<file path="config.mk">
export PLATFORM = sky130hd
export DESIGN_NAME = mux4_rr_arbiter
export DESIGN_NICKNAME = d
export VERILOG_FILES = /design/src/rtl/mux4_rr_arbiter.sv
export SDC_FILE = /design/constraint.sdc
export NUM_CORES = 1
export LEC_CHECK = 0
export CORE_MARGIN = 2
export CORE_UTILIZATION = 28
export DETAILED_ROUTE_END_ITERATION = 6
export PLACE_DENSITY = 0.65
export SYNTH_ARGS = -nofsm -noshare
export SYNTH_HDL_FRONTEND = slang
export SYNTH_SLANG_ARGS = --single-unit
export TNS_END_PERCENT = 50
</file>
<file path="constraint.sdc">
create_clock -name clk_i -period 6.5 [get_ports clk_i]
set_clock_uncertainty 0.1 [all_clocks]
set_input_delay 1.95 -clock clk_i [delete_from_list [all_inputs] [get_ports clk_i]]
set_output_delay 1.95 -clock clk_i [all_outputs]
set_load 0.03 [all_outputs]
</file>
<file path="src/rtl/mux4_rr_arbiter.sv">
// Four-source round-robin arbiter feeding one registered valid/ready output stage.
// Per-requester payload gating lives in a lane sub-module; the top OR-combines the lanes.

module mux4_rr_arbiter_lane #(
  parameter int DATA_WIDTH = 8
) (
  input  logic                  sel_i,
  input  logic [DATA_WIDTH-1:0] data_i,
  output logic [DATA_WIDTH-1:0] data_o
);
  assign data_o = data_i & {DATA_WIDTH{sel_i}};
endmodule

module mux4_rr_arbiter #(
  parameter int DATA_WIDTH = 8,
  parameter int FIXED_PRIO = 0
) (
  input  logic                    clk_i,
  input  logic                    rst_ni,
  input  logic [3:0]              req_valid_i,
  input  logic [4*DATA_WIDTH-1:0] req_data_i,
  output logic [3:0]              req_ready_o,
  output logic                    out_valid_o,
  output logic [DATA_WIDTH-1:0]   out_data_o,
  output logic [1:0]              out_src_o,
  input  logic                    out_ready_i
);
  localparam int NUM_REQ = 4;

  typedef enum logic {EMPTY = 1'b0, FULL = 1'b1} state_e;

  typedef struct packed {
    logic [1:0]            src;
    logic [DATA_WIDTH-1:0] data;
  } rsp_t;

  state_e state_q, state_d;
  rsp_t   rsp_q, rsp_d;
  logic [1:0] ptr_q, ptr_d;

  logic [NUM_REQ-1:0][DATA_WIDTH-1:0] req_data;
  logic [NUM_REQ-1:0][DATA_WIDTH-1:0] lane_data;
  logic [NUM_REQ-1:0]                 win_oh;
  logic [DATA_WIDTH-1:0]              sel_data;
  logic [1:0]                         win, scan;
  logic                               found, any_vld, can_accept, accept;

  assign req_data = req_data_i;

  // Scan from the pointer upward; the first valid requester wins.
  always_comb begin
    win   = ptr_q;
    scan  = ptr_q;
    found = 1'b0;
    for (int i = 0; i < NUM_REQ; i++) begin
      scan = ptr_q + 2'(i);
      if (!found && req_valid_i[scan]) begin
        win   = scan;
        found = 1'b1;
      end
    end
  end

  assign any_vld    = |req_valid_i;
  assign can_accept = (state_q == EMPTY) || out_ready_i;
  assign accept     = rst_ni && can_accept && any_vld;
  assign win_oh     = 4'b0001 << win;

  assign req_ready_o = accept ? win_oh : 4'b0000;

  for (genvar k = 0; k < NUM_REQ; k++) begin : g_lane
    mux4_rr_arbiter_lane #(.DATA_WIDTH(DATA_WIDTH)) u_lane (
      .sel_i  (win_oh[k]),
      .data_i (req_data[k]),
      .data_o (lane_data[k])
    );
  end

  always_comb begin
    sel_data = '0;
    for (int k = 0; k < NUM_REQ; k++) sel_data = sel_data | lane_data[k];
  end

  always_comb begin
    state_d = state_q;
    rsp_d   = rsp_q;
    ptr_d   = ptr_q;
    case (state_q)
      EMPTY:   if (accept) state_d = FULL;
      FULL:    if (!accept && out_ready_i) state_d = EMPTY;
      default: state_d = EMPTY;
    endcase
    if (accept) begin
      rsp_d.src  = win;
      rsp_d.data = sel_data;
      ptr_d      = (FIXED_PRIO != 0) ? 2'd0 : win + 2'd1;
    end
  end

  always_ff @(posedge clk_i) begin
    if (!rst_ni) begin
      state_q <= EMPTY;
      rsp_q   <= '0;
      ptr_q   <= 2'd0;
    end else begin
      state_q <= state_d;
      rsp_q   <= rsp_d;
      ptr_q   <= ptr_d;
    end
  end

  assign out_valid_o = (state_q == FULL);
  assign out_data_o  = rsp_q.data;
  assign out_src_o   = rsp_q.src;
endmodule

</file>
==> flow_summary.json <==
{
  "critPathMaxStageDelay_ns": 0.54,
  "clk_path_buf_depth": 2,
  "cts_hold_buffers": 0,
  "slowest_stage": "clkdlybuf4s50_1",
  "filler_cell_count": 263,
  "cts_resized": 0,
  "tightest_slew_ns": 0.5549,
  "grt_max_degree": 20,
  "core_um2": 2781,
  "synth_fp_nets": 136,
  "p_sw_uw": 114.6,
  "die_w_um": 58.19,
  "maxSlewHeadroom_pct": 62.89,
  "finalHoldViolations": 0,
  "rr_startpoint": "ptr_q[1]$_SDFFE_PN0P_",
  "async_reset_ff_share_pct": 0,
  "setup-tns-final_ns": 0,
  "start_util_pct": 29.55,
  "worstPathMaxFanout": 9,
  "crit_path_end_kind": "primary output",
  "setup_viol": 0,
  "final_nets": 187,
  "worst_hold_path.endpoint": "out_src_o[0]$_SDFFE_PN0P_",
  "pwr-share-seq_pct": 32.8,
  "antenna_found_initial": 0,
  "ys.flop_type": "dfxtp_1",
  "layout_common_cells": "49 x clkdlybuf4s50_1, 16 x a22oi_1, 13 x dfxtp_1, 8 x nand3_1, 8 x o211a_1",
  "portBuffers": 53,
  "synthCells": 93,
  "seq_area_frac_synth_pct": 31.66,
  "drc_errors": 0,
  "combinationalPowerShare_pct": 51.5,
  "synth-seq-cells": 13,
  "cp_data_arrival_time_ns": 3.98,
  "fmax_mhz": 165.8,
  "numCtsBuffers": 3,
  "crit_required_ns": 4.45,
  "cts-htree-levels": 1,
  "reg2reg_depth": 8,
  "power_density_nw_per_um2": 228.1,
  "drive_gt1_share_pct": 7.692,
  "criticalPathCategory": "in -> out",
  "rrSetupSlack_ns": 4.40,
  "status": "finished clean",
  "clk_pin_slew_ns": 0.07,
  "die_area_um2": 3385,
  "maxCapViolCount": 0,
  "ant_nets": 0,
  "worstHoldPathCells": 2,
  "critPathLaunchType": "input pin",
  "via_count": 882,
  "n_antenna_cell": 0,
  "fin_crit_ns": 6.031,
  "gp_congestion": 0.7585,
  "syn_area_per_cell_um2": 8.839,
  "cts_root_buffer": "clkbuf_4",
  "grt_pass1_vias": 888,
  "leakagePower_nw": 0.6123,
  "layout_commonest_cell": "clkdlybuf4s50_1",
  "rsz0062_at_grt": "false",
  "internal_power_uw": 195.3,
  "dr.first_iter.drc_count": 35,
  "yosysWarnings": 0,
  "irDropWorstVdd_mv": 0.2084,
  "grtUsageTotal_pct": 14.09,
  "netlist.area_leader.share_pct": 31.66,
  "period_share_pct": 92.78,
  "synth.largest_area_cell": "dfxtp_1",
  "final_util_pct": 48.85,
  "die_h_um": 58.19,
  "grt_first_pass_wirelength_um": 3808,
  "io-pin-count": 54,
  "clk_latency_ns": 0.27,
  "hp-start": "out_src_o[0]$_SDFFE_PN0P_",
  "switching_share_pct": 36.99,
  "seq_area_um2": 260.3,
  "worstReg2RegEnd": "out_data_o[0]$_SDFFE_PN0P_",
  "firstDrtPassIters": 4,
  "fp-row-count": 19,
  "area_growth_pct": 65.30,
  "cts_sinks": 13,
  "slew_viol_final": 0,
  "overflow": 0,
  "synth_cell_types": 28,
  "cts_tree": "done",
  "hpwl_um": 1850,
  "multi_input_area_um2": 479.2,
  "worstHoldPathType": "reg -> reg",
  "cp_cell_sequence": "clkdlybuf4s50_1, nor2b_1, a21oi_1, o211ai_1, inv_1, ha_1, and3_1, buf_4",
  "synth_edf_count": 0,
  "synthTopCellsByArea": "dfxtp_1 32%, a22oi_1 15%, o211a_1 9.7%",
  "cts_setup_buffers": 0,
  "p_clk_share_pct": 15.6,
  "avgViaCountPerCell": 5.069,
  "syn_area_um2": 822.0,
  "finalWirelength_um": 2328,
  "wire_per_inst_um": 13.38
}
routing by layer:
| metal | global-route usage, % | vias to the layer above | routed length, um |
|---|---|---|---|
| met4 | 2.990 | 0 | 23 |
| li1 | - | 451 | - |
| met2 | 25.81 | 23 | 1224 |
| met1 | 16.98 | 406 | 963 |
| met5 | 0 | - | 0 |
| met3 | 2.679 | 2 | 116 |
worst max-delay path, delay by kind of cell:
family | cells | cell delay [ns]
buffers and inverters | 3 | 0.83
AND/OR/NAND/NOR | 2 | 0.43
AO/OA/AOI/OAI | 2 | 0.41
adder cells (fa/ha/maj) | 1 | 0.35
per-stage QoR:
step / area (um2) / instances / power [mW] / worst slack, ns / hold WS, ns
floorplan: 822.0 / 93 / 0.1995 / 1.208 / 0.4439
finish: 1359 / 174 / 0.3099 / 0.4692 / 0.3847
detailed placement: 1333 / 170 / 0.2645 / 0.4642 / 0.3686
global route: 1359 / 174 / 0.3350 / 0.2665 / 0.4095
global placement: 1333 / 170 / 0.2623 / 0.5791 / 0.3713
CTS: 1359 / 174 / 0.3151 / 0.4556 / 0.3837
registers in the layout, indices dropped and copies added (netlist names):
register     count
out_valid_o      1
out_src_o        2
out_data_o       8
ptr_q            2
cells in the mapped netlist (3+ instances only):
cell type,number
a21oi_1,3
a22oi_1,16
and3_1,4
buf_1,4
dfxtp_1,13
ha_1,4
inv_1,5
nand3_1,8
nor2b_1,5
o211a_1,8
worst max-delay path by stage:
stage                               from             end  slack (ns)  cells past startpoint
after floorplan           req_valid_i[0]  req_ready_o[2]        1.21                      6
after global placement    req_valid_i[0]  req_ready_o[3]        0.58                      8
after detailed placement  req_valid_i[0]  req_ready_o[3]        0.46                      8
after CTS                 req_valid_i[0]  req_ready_o[3]        0.46                      8
after global routing      req_valid_i[0]  req_ready_o[3]        0.27                      8
final                     req_valid_i[0]  req_ready_o[3]        0.47                      8
power by group through the flow:
| stage | clock network, mW | logic [mW] | registers (mW) |
|---|---|---|---|
| 2_1_floorplan | 0 | 0.0757 | 0.124 |
| 3_3_place_gp | 0 | 0.159 | 0.103 |
| 3_5_place_dp | 0 | 0.161 | 0.103 |
| 4_1_cts | 0.0516 | 0.162 | 0.102 |
| 5_1_grt | 0.0562 | 0.175 | 0.104 |
| 6_report | 0.0485 | 0.160 | 0.102 |
cell type report:
| cell class | instances | area share (%) |
|---|---|---|
| Timing Repair Buffer | 55 | 39.41 |
| Multi-Input combinational cell | 66 | 35.27 |
| Sequential cell | 13 | 19.15 |
| Tap cell | 31 | 2.855 |
| Clock buffer | 4 | 1.934 |
| Inverter | 5 | 1.381 |
kinds of logic (layout without fill, tap and decap cells):
kind of cell,count (synthesis),after routing,synth area share [%]
DFF,13,13,31.66
AOI/OAI and AO/OA,37,37,34.55
and+or+nand+nor,24,24,16.44
muxes,1,1,1.218
buffers and inverters,14,64,10.05
adders and majority gates,4,4,6.089
No activity file was read; power rests on OpenSTA's default activity.
